--- config.mk ---
export PLATFORM = sky130hd
export DESIGN_NAME = sel_pipe
export DESIGN_NICKNAME = d
export VERILOG_FILES = /design/src/rtl/sel_pipe.sv
export SDC_FILE = /design/constraint.sdc
export NUM_CORES = 1
export LEC_CHECK = 0
export BUFFER_PORTS_ARGS = -buffer_cell sky130_fd_sc_hd__buf_2
export CORE_MARGIN = 5
export CORE_UTILIZATION = 38
export CTS_BUF_LIST = sky130_fd_sc_hd__clkbuf_8
export DETAILED_ROUTE_END_ITERATION = 10
export PLACE_DENSITY_LB_ADDON = 0.15
export SYNTH_ARGS = -nofsm -noshare
export SYNTH_HDL_FRONTEND = slang
export SYNTH_SLANG_ARGS = --single-unit
--- constraint.sdc ---
create_clock -name clk -period 1.77 [get_ports clk]
set_input_delay 0.2655 -clock clk [delete_from_list [all_inputs] [get_ports clk]]
set_output_delay 0.2655 -clock clk [all_outputs]
set_load 0.1 [all_outputs]
--- src/rtl/sel_pipe.sv ---
`default_nettype none
// ============================================================================
// sel_pipe : NUM_IN-way WIDTH-bit selector feeding a DEPTH-stage elastic
//            valid/ready pipeline with flush and sticky select-range error.
// Rev 1.0
// ============================================================================
module sel_pipe #(
  parameter int WIDTH  = 32,
  parameter int NUM_IN = 4,
  parameter int DEPTH  = 1,
  parameter int SEL_W  = $clog2(NUM_IN)
) (
  input  logic                    clk,
  input  logic                    rst,
  input  logic                    flush,
  input  logic [NUM_IN*WIDTH-1:0] in_data,
  input  logic [SEL_W-1:0]        in_sel,
  input  logic                    in_valid,
  output logic                    in_ready,
  output logic [WIDTH-1:0]        out_data,
  output logic                    out_valid,
  input  logic                    out_ready,
  output logic                    sel_err,
  input  logic                    err_clr
);

  logic [WIDTH-1:0] mux_data;
  logic             sel_oob;
  logic             accept;
  logic [DEPTH:0]   adv;
  logic [DEPTH-1:0] v_q;
  logic [DEPTH-1:0] v_d;
  logic [WIDTH-1:0] d_q [DEPTH];
  logic [WIDTH-1:0] d_d [DEPTH];
  logic             err_q;
  logic             err_d;

  always_comb begin
    mux_data = '0;
    for (int k = 0; k < NUM_IN; k++) begin
      if (in_sel == SEL_W'(k)) mux_data = in_data[k*WIDTH +: WIDTH];
    end
  end

  // Out-of-range selects only exist when NUM_IN leaves select codes unused.
  generate
    if ((1 << SEL_W) == NUM_IN) begin : g_sel_pow2
      assign sel_oob = 1'b0;
    end else begin : g_sel_range
      localparam logic [SEL_W:0] NUM_IN_W = NUM_IN[SEL_W:0];
      assign sel_oob = ({1'b0, in_sel} >= NUM_IN_W);
    end
  endgenerate

  // A stage may advance when it is empty or everything downstream moves.
  always_comb begin
    adv        = '0;
    adv[DEPTH] = out_ready;
    for (int i = DEPTH - 1; i >= 0; i--) begin
      adv[i] = ~v_q[i] | adv[i+1];
    end
  end

  assign in_ready = adv[0] & ~flush;
  assign accept   = in_valid & in_ready;

  always_comb begin
    v_d = v_q;
    for (int i = 0; i < DEPTH; i++) d_d[i] = d_q[i];
    if (flush) begin
      v_d = '0;
    end else begin
      if (adv[0]) begin
        v_d[0] = accept;
        d_d[0] = mux_data;
      end
      for (int i = 1; i < DEPTH; i++) begin
        if (adv[i]) begin
          v_d[i] = v_q[i-1];
          d_d[i] = d_q[i-1];
        end
      end
    end
  end

  // Set has priority so an error accepted alongside a clear is not lost.
  always_comb begin
    err_d = err_q;
    if (err_clr)          err_d = 1'b0;
    if (accept & sel_oob) err_d = 1'b1;
  end

  always_ff @(posedge clk) begin
    if (rst) begin
      v_q   <= '0;
      err_q <= 1'b0;
      for (int i = 0; i < DEPTH; i++) d_q[i] <= '0;
    end else begin
      v_q   <= v_d;
      err_q <= err_d;
      for (int i = 0; i < DEPTH; i++) d_q[i] <= d_d[i];
    end
  end

  assign out_valid = v_q[DEPTH-1];
  assign out_data  = d_q[DEPTH-1];
  assign sel_err   = err_q;

endmodule
`default_nettype wire

==> results of run 1 <==
cells in the final DEF (no fill, tap or decap):
cell      instances
nor2b_1           1
nor3_4            1
mux4_2           30
buf_2           168
clkinv_2          2
o21ba_2           1
dfxtp_2           1
nor2_4            1
buf_4             2
buf_12            3
inv_1             1
clkbuf_8          5
a22o_1           32
nor2_1            1
conb_1            1
mux4_1            2
nor3_1            1
dfxtp_1          32
sequential cells by signal (all words and copies together), names as in the netlist:
register and flops:
out_valid 1, d_q 32
kinds of logic (layout without fill, tap and decap cells):
| group | after synthesis | in the layout |
|---|---|---|
| buf+inv | 14 | 181 |
| compound gates | 33 | 33 |
| mux | 32 | 32 |
| flops | 33 | 33 |
| simple gates | 5 | 5 |
| other cells | 1 | 1 |
area by class of cell:
cell class                      count  area share
Multi-Input combinational cell     71       0.381
Clock buffer                        5      0.0246
Sequential cell                    33       0.237
Tap cell                           54      0.0242
Timing Repair Buffer              173       0.328
Clock inverter                      3     0.00493
stage by stage:
| step | utilization | hold slack [ps] | std cells | setup WS (ps) |
|---|---|---|---|---|
| 6_report | 0.599 | 200 | 339 | 105 |
| 4_1_cts | 0.599 | 190 | 339 | 110 |
| 5_1_grt | 0.599 | 192 | 339 | 17.9 |
| 2_1_floorplan | - | 335 | 118 | 114 |
| 3_5_place_dp | 0.581 | 459 | 331 | 83.9 |
| 3_3_place_gp | 0.581 | 453 | 331 | 84.3 |
final timing paths:
check / end / slack (ps) / from
min reg2reg: d_q[0][15]$_SDFFE_PP0P_ / 470 / d_q[0][15]$_SDFFE_PP0P_
max reg2reg: d_q[0][1]$_SDFFE_PP0P_ / 100 / out_valid$_SDFFE_PP0P_
min: out_valid$_SDFFE_PP0P_ / 200 / rst
max: d_q[0][1]$_SDFFE_PP0P_ / 100 / out_valid$_SDFFE_PP0P_
power groups by stage:
| stage | sequential (W) | combinational, W | clock (W) |
|---|---|---|---|
| final | 0.000828 | 0.000910 | 0.000534 |
| after global routing | 0.000833 | 0.000956 | 0.000585 |
| after detailed placement | 0.000843 | 0.000918 | 0 |
| after CTS | 0.000828 | 0.000918 | 0.000548 |
| after floorplan | 0.00126 | 0.000261 | 0 |
| after global placement | 0.000843 | 0.000907 | 0 |
layer usage:
metal,up-vias,wire [µm],share of wire,GRT usage
met1,846,2090,0.36,0.193
met3,9,594,0.10,0.0612
met5,-,0,0,0
met2,100,2930,0.51,0.332
li1,837,-,-,-
met4,0,115,0.020,0.0722
worst register-to-register path: cells and delay by family, from the launching register on:
kind | cells | cell delay (ps)
buf+inv | 1 | 190
compound gates | 2 | 860
simple gates | 1 | 240
flops | 1 | 320
==> results.md, run 1 <==
- Tot Pwr: 0.00227 W
- Final Wtd Congestion: 0.695
- Synth async-reset ratio: 0
- Hold crit path type: in2reg
- Library cells used by synthesis: 15
- Comb power frac: 0.400
- Clock transition at the registers of the reported paths: 60 ps
- Max IR drop VDD: 363 µV
- Most used flip-flop cell after synthesis: dfxtp_1
- Detailed Routing Iterations Pass 1: 4
- Synth top area share: 0.375
- # H-tree levels: 2
- Initial Util: 0.387
- # DRC: 0
- Final Setup Violations: 0
- Critical Path RT: 1990 ps
- Seq/Total Area, Yosys: 0.366
- Maximum clock frequency: 601 MHz
- Max stage delay on crit path: 600 ps
- GR Overflow Total: 0
- Number of buffers added on ports: 168
- Crit. End Element: flop
- Syn Area/Cell: 15.3 µm²
- Die Width: 78.9 µm
- Root Buffer: clkbuf_8
- WL per Instance: 16.9 µm
- Routed via count: 1792
- #FFs+latches synth: 33
- I/O pins: 171
- Post-CTS setup buffers: 0
- Placed Area: 2710 µm²
- Number of diodes: 0
- LEAKAGE: 1.41 nW
- Count of warnings emitted by yosys: 0
- Hpwl dp: 4620 µm
- Max clock buf depth: 2
- Slowest-stage cell, CP: o21ba_2
- Status: completed
- Final Cycle Share: 0.941
- Setup TNS: 0 ps
- ANT nets after route: 0
- TritonCTS clock tree: built
- Crit path cell chain: nor2b_1 > buf_4 > o21ba_2 > a22o_1
- Worst EP arrival: 1880 ps
- Die area: 6220 µm²
- Initial antenna violation count: 0
- Post-synthesis compound-gate area fraction: 0.161
- Sink Count: 33
- Largest area contributor in the netlist: mux4_2
- Area Overhead vs Synth: 54.9%
- Minimum clock period: 1670 ps
- WS Path Type: reg2reg
- Initial DRC count: 43
- First-pass GRT wire length: 8830 µm
- Worst Skew: 6.94 ps
- Nets: 420
- Clk Latency, worst-skew pair: 280 ps
- Footprint of the multi-input gates: 1060 µm²
- WL final: 5720 µm
- Headroom to the max-slew limit: 0.501
- # hold bufs at CTS: 0
- Worst-Margin Slew: 746 ps
- EDFF count, synth: 0
- Switching power: 0.000894 W
- Post-Synth XOR/XNOR Area: 0
- Drt via density: 5.29
- Commonest cells in the synthesized netlist: dfxtp_1, a22o_1, mux4_2
- Core region area: 4660 µm²
- Syn Nets: 254
- Largest net degree at the start of global routing: 33
- Max-cap violations: 0
- Mux contribution to synthesized area: 0.404
- CP delay by family, top: compound AO/OA/AOI/OAI gates
- Synth Area in Adders: 0
- Number of CTS-inserted buffers: 5
- Height of the die: 78.9 µm
- WHS Path Cells: 2
- Worst Path Buf+Inv: 1
- Synth top area cells: mux4_2, dfxtp_1, a22o_1
- Power share of the clock group: 0.235
- Crit path depth: 4
- Fillers: 413
- Tot GR Track Use: 0.182
- Post-CTS sizing: 0
- CP max FO: 32
- Rows: 25
- Pwr dens: 814 nW/µm²
- Register area: 662 µm²
- Final number of hold-violating endpoints: 0
- Slew Limit Fails: 0
- Reg power frac: 0.364
- Cells after Synth: 118
- CP startpoint kind: flop
- Vias in the first global route: 1975
- Reg2reg path depth: 4
- Layout cells sized above 1: 0.751
- Int Power: 0.00138 W
- Simple-gate share of the synthesized area: 0.0160
- Final Instance Area: 2790 µm²
- Top-count cell post-synth: dfxtp_1
- Mapped Area: 1800 µm²
- RSZ-0062 raised after global routing: false
- Net Sw Frac: 0.393
- Largest family of logic cells by synthesized area: multiplexers
Note: power is estimated with default switching activity, not from simulation.
==> inputs of run 2 (changes only) <==
BUFFER_PORTS_ARGS = not set   (was -buffer_cell sky130_fd_sc_hd__buf_2)
CORE_UTILIZATION = 57   (was 38)
DONT_BUFFER_PORTS = 1   (was not set)
==> run 2 against run 1 <==
Compared with the run above: worst setup slack improved by 120 ps; global-route usage rose by 3.2 points; count of clock-buffer cells in the layout rose by 1; combinational power fell by 15%; worst hold slack got worse by 140 ps; non-clock buffer count fell by 136; final cell count fell by 43%; die area fell by 29%; sequential share of layout area rose by 6.7 points; clock skew rose by 0.59 ps; critical path depth fell by 1; total power rose by 1.2%; critical endpoint is now in_ready; highest routed layer unchanged.
==> results.md, run 2 (synthesized netlist as in run 1, its figures left out) <==
- Max-cap violations: 0 (unchanged)
- # DRC: 0 (unchanged)
- Post-CTS sizing: 0 (unchanged)
- WL final: 4850 µm (was 5720 µm)
- Vias in the first global route: 1421 (was 1975)
- Initial Util: 0.591 (was 0.387)
- WL met3: 661 µm (was 594 µm)
- Most common cell after layout, fill and taps aside: buf_4 (was buf_2)
- Nets: 284 (was 420)
- Pwr dens: 1060 nW/µm² (was 814 nW/µm²)
- Reg-to-reg critical path startpoint: out_valid$_SDFFE_PP0P_ (unchanged)
- Initial antenna violation count: 0 (unchanged)
- Drt via density: 6.64 (was 5.29)
- Slew Limit Fails: 0 (unchanged)
- WL per Instance: 25.1 µm (was 16.9 µm)
- Sink Count: 33 (unchanged)
- Number of buffers added on ports: 0 (was 168)
- Maximum clock frequency: 649 MHz (was 601 MHz)
- Worst Skew: 7.52 ps (was 6.94 ps)
- Fin cells: 193 (was 339)
- Max Used Layer: met4 (unchanged)
- Wire length on met2: 2620 µm (was 2930 µm)
- Final Cycle Share: 0.871 (was 0.941)
- Reg2Reg Setup Slack: 360 ps (was 100 ps)
- Number of CTS-inserted buffers: 5 (unchanged)
- I/O pins: 171 (unchanged)
- RSZ-0062 raised after global routing: false (unchanged)
- Max clock buf depth: 2 (unchanged)
- Number of diodes: 0 (unchanged)
- Height of the die: 66.2 µm (was 78.9 µm)
- Max FFs per register: 32 (unchanged)
- Hold Crit Start: rst (unchanged)
- First-pass GRT wire length: 6900 µm (was 8830 µm)
- Hold crit path type: in2reg (unchanged)
- CP startpoint kind: flop (unchanged)
- Max IR drop VDD: 508 µV (was 363 µV)
- Worst EP arrival: 1280 ps (was 1880 ps)
- Biggest register: d_q (unchanged)
- Post-CTS setup buffers: 0 (unchanged)
- LEAKAGE: 0.879 nW (was 1.41 nW)
- Initial DRC count: 41 (was 43)
- Rows: 20 (was 25)
- Clk Latency, worst-skew pair: 280 ps (about the same)
- Die Width: 66.2 µm (was 78.9 µm)
- TritonCTS clock tree: built (unchanged)
- Final number of hold-violating endpoints: 0 (unchanged)
- Die area: 4390 µm² (was 6220 µm²)
- Crit. End Element: primary output (was flop)
- Area Overhead vs Synth: 20.7% (was 54.9%)
- Hpwl dp: 3940 µm (was 4620 µm)
- Most frequent cells in the layout: buf_4, a22o_1, dfxtp_1 (was buf_2, a22o_1, dfxtp_1)
- # hold bufs at CTS: 0 (unchanged)
- Fillers: 227 (was 413)
- Metal-1 WL: 1530 µm (was 2090 µm)
- WS Path Type: reg2out (was reg2reg)
- Status: completed (unchanged)
- Final Wtd Congestion: 0.710 (was 0.695)
- # H-tree levels: 2 (unchanged)
- Slowest-stage cell, CP: nor2b_1 (was o21ba_2)
- CP max FO: 4 (was 32)
- Setup TNS: 0 ps (unchanged)
- GR Overflow Total: 0 (unchanged)
- ANT nets after route: 0 (unchanged)
- Core region area: 3050 µm² (was 4660 µm²)
- Largest net degree at the start of global routing: 33 (unchanged)
- Critical Path RT: 1500 ps (was 1990 ps)
- Routed via count: 1282 (was 1792)
- Clock transition at the registers of the reported paths: 60 ps (about the same)
- Crit path cell chain: nor2b_1 > nor2_4 > buf_4 (was nor2b_1 > buf_4 > o21ba_2 > a22o_1)
- Tot GR Track Use: 0.214 (was 0.182)
- Minimum clock period: 1540 ps (was 1670 ps)
- Layout cells sized above 1: 0.523 (was 0.751)
- Detailed Routing Iterations Pass 1: 4 (unchanged)
- DP Cell Count: 185 (was 331)
- Max stage delay on crit path: 420 ps (was 600 ps)
- Final Setup Violations: 0 (unchanged)
- Root Buffer: clkbuf_8 (unchanged)
- Crit path launch: out_valid$_SDFFE_PP0P_ (unchanged)
## run 2: path summary, 6_finish.rpt
kind                                   to  cells past startpoint
setup / recovery                 in_ready                      3
hold / removal     out_valid$_SDFFE_PP0P_                      1
setup reg to reg  d_q[0][24]$_SDFFE_PP0P_                      4
hold reg to reg   d_q[0][15]$_SDFFE_PP0P_                      1
## run 2: layout make-up
type | instances | area, µm² | area share
Timing Repair Buffer | 37 | 278 | 0.128
Clock inverter | 2 | 33.8 | 0.0155
Tap cell | 44 | 55.1 | 0.0253
Clock buffer | 6 | 82.6 | 0.0380
Sequential cell | 33 | 662 | 0.304
Multi-Input combinational cell | 71 | 1060 | 0.489
## run 2: per-layer routing
metal | global-route usage | vias to the layer above
li1 | - | 565
met1 | 0.220 | 611
met2 | 0.378 | 102
met3 | 0.104 | 4
met4 | 0.0685 | 0
met5 | 0 | -
## run 2: critical path, delay by kind of cell, from the launching register on
kind	cells	cell delay, ps
buffers and inverters	1	240
flip-flops	1	320
AND/OR/NAND/NOR	2	450
## run 2: stage by stage
step	worst slack (ps)	hold slack (ps)	util	total power, W	cell area [µm²]
2_1_floorplan	114	335	-	0.00152	1810
3_3_place_gp	430	338	0.675	0.00160	2060
3_5_place_dp	367	341	0.675	0.00161	2060
4_1_cts	216	49.6	0.713	0.00232	2180
5_1_grt	159	31.1	0.713	0.00240	2180
6_report	228	56.4	0.713	0.00230	2180
## run 2: power breakdown
group | internal [W] | total (W) | switching, W
sequential | 0.000800 | 0.000819 | 0.0000190
clock | 0.000453 | 0.000707 | 0.000254
combinational | 0.000237 | 0.000774 | 0.000537
==> inputs of run 3 (changes only) <==
CELL_PAD_IN_SITES_DETAIL_PLACEMENT = 2   (was not set)
CELL_PAD_IN_SITES_GLOBAL_PLACEMENT = 2   (was not set)
CORE_UTILIZATION = 36   (was 57)
==> run 3 against run 2 <==
Compared with the run above: worst hold slack got worse by 13 ps; combinational power about the same; via count up 1.4%; worst setup slack worse by 83 ps; final area about the same; die area up 49%; register-to-register slack worse by 70 ps; sequential share of layout area is essentially flat; non-clock buffer count stayed put; clock skew decreased by 3.6 ps; global-route usage is 3.0 points lower.
==> results.md, run 3 (synthesized netlist as in run 1, its figures left out) <==
- Footprint of the multi-input gates: 1060 µm² (unchanged)
- Root Buffer: clkbuf_8 (unchanged)
- Final Cycle Share: 0.918 (was 0.871)
- Max-cap violations: 0 (unchanged)
- Clock transition at the registers of the reported paths: 60 ps (about the same)
- WL per Instance: 27.8 µm (was 25.1 µm)
- Critical Path RT: 1500 ps (about the same)
- Largest net degree at the start of global routing: 33 (unchanged)
- Final Wtd Congestion: 0.730 (was 0.710)
- Minimum clock period: 1630 ps (was 1540 ps)
- Hold crit path type: in2reg (unchanged)
- Final Instance Area: 2180 µm² (about the same)
- Die Width: 80.8 µm (was 66.2 µm)
- Area Overhead vs Synth: 20.7% (about the same)
- I/O pins: 171 (unchanged)
- Fillers: 485 (was 227)
- Final number of hold-violating endpoints: 0 (unchanged)
- Number of buffers added on ports: 0 (unchanged)
- Rows: 25 (was 20)
- # hold bufs at CTS: 0 (unchanged)
- Initial antenna violation count: 2 (was 0)
- RSZ-0062 raised after global routing: false (unchanged)
- Initial DRC count: 21 (was 41)
- WS Path Type: reg2out (unchanged)
- Routed via count: 1300 (was 1282)
- Clk Latency, worst-skew pair: 280 ps (about the same)
- # H-tree levels: 2 (unchanged)
- Worst-Margin Slew: 542 ps
- # DRC: 0 (unchanged)
- Nets: 284 (unchanged)
- Most common cell after layout, fill and taps aside: buf_4 (unchanged)
- Setup TNS: 0 ps (unchanged)
- Register area: 662 µm² (unchanged)
- Post-CTS sizing: 0 (unchanged)
- Die area: 6520 µm² (was 4390 µm²)
- Layout cells sized above 1: 0.520 (was 0.523)
- TritonCTS clock tree: built (unchanged)
- Pwr dens: 994 nW/µm² (was 1060 nW/µm²)
- CP startpoint kind: flop (unchanged)
- Max IR drop VDD: 343 µV (was 508 µV)
- Post-CTS setup buffers: 0 (unchanged)
- Headroom to the max-slew limit: 0.638
- Maximum clock frequency: 615 MHz (was 649 MHz)
- Final Setup Violations: 0 (unchanged)
- GR Overflow Total: 0 (unchanged)
- Worst Skew: 3.95 ps (was 7.52 ps)
- LEAKAGE: 0.865 nW (was 0.879 nW)
- Slowest-stage cell, CP: nor2b_1 (unchanged)
- Vias in the first global route: 1564 (was 1421)
- Max stage delay on crit path: 460 ps (was 420 ps)
- Detailed Routing Iterations Pass 1: 3 (was 4)
- Worst EP arrival: 1360 ps (was 1280 ps)
- Max clock buf depth: 2 (unchanged)
- Crit path cell chain: nor2b_1 > nor2_4 > buf_4 (unchanged)
- Placed Area: 2090 µm² (was 2060 µm²)
- WL final: 6000 µm (was 4850 µm)
- Max FFs per register: 32 (unchanged)
- Crit. End Element: primary output (unchanged)
- Height of the die: 80.8 µm (was 66.2 µm)
- Slew Limit Fails: 0 (unchanged)
- First-pass GRT wire length: 8740 µm (was 6900 µm)
- CP max FO: 4 (unchanged)
- Number of CTS-inserted buffers: 5 (unchanged)
- Initial Util: 0.377 (was 0.591)
- Biggest register: d_q (unchanged)
- Core region area: 4790 µm² (was 3050 µm²)
- Hpwl dp: 4830 µm (was 3940 µm)
- Most frequent cells in the layout: buf_4, a22o_1, dfxtp_1 (unchanged)
- Status: completed (unchanged)
- ANT nets after route: 0 (unchanged)
- Drt via density: 6.02 (was 6.64)
- Tot GR Track Use: 0.184 (was 0.214)
- Sink Count: 33 (unchanged)
run 3: changes by cell type in the layout (fill, tap and decap cells not counted):
cell	previous run	this run
diode_2	0	1
bufinv_16	1	0
run 3: final timing paths:
check                                            start                       to  slack (ps)  cells past startpoint
worst max register to register  out_valid$_SDFFE_PP0P_  d_q[0][20]$_SDFFE_PP0P_         290                      4
worst min-delay path                               rst   out_valid$_SDFFE_PP0P_          40                      1
worst min register to register  d_q[0][6]$_SDFFE_PP0P_   d_q[0][6]$_SDFFE_PP0P_         480                      1
worst max-delay path            out_valid$_SDFFE_PP0P_                 in_ready         140                      3
run 3: power by group:
| group | total, W | switching, W | internal (W) |
|---|---|---|---|
| Clock | 0.000566 | 0.000263 | 0.000302 |
| Combinational | 0.000775 | 0.000538 | 0.000237 |
| Sequential | 0.000823 | 0.0000223 | 0.000801 |
| Total | 0.00216 | 0.000823 | 0.00134 |
run 3: through the flow:
step	power [W]	cells	hold slack (ps)	setup slack, ps	util
after floorplan	0.00152	118	335	114	-
after global placement	0.00160	208	336	425	0.436
after detailed placement	0.00162	208	338	317	0.436
after CTS	0.00219	215	30.0	139	0.454
after global routing	0.00226	216	29.2	91.5	0.455
final	0.00216	216	43.7	145	0.455
run 3: critical path, delay by kind of cell, from the launching register on:
| kind | cells | cell delay [ps] |
|---|---|---|
| buffers and inverters | 1 | 250 |
| and+or+nand+nor | 2 | 510 |
| DFF | 1 | 330 |
run 3: final cells by class:
class                           count  share of cell area
Antenna cell                        1             0.00115
Clock buffer                        6              0.0379
Clock inverter                      1             0.00172
Multi-Input combinational cell     71               0.489
Sequential cell                    33               0.304
Tap cell                           67              0.0385
Timing Repair Buffer               37               0.128
run 3: routing by layer:
metal,up-vias,GRT usage,wire length [µm]
met5,-,0,17
met1,621,0.167,1730
met2,104,0.339,3320
met4,2,0.0608,47
li1,565,-,-
met3,8,0.108,884
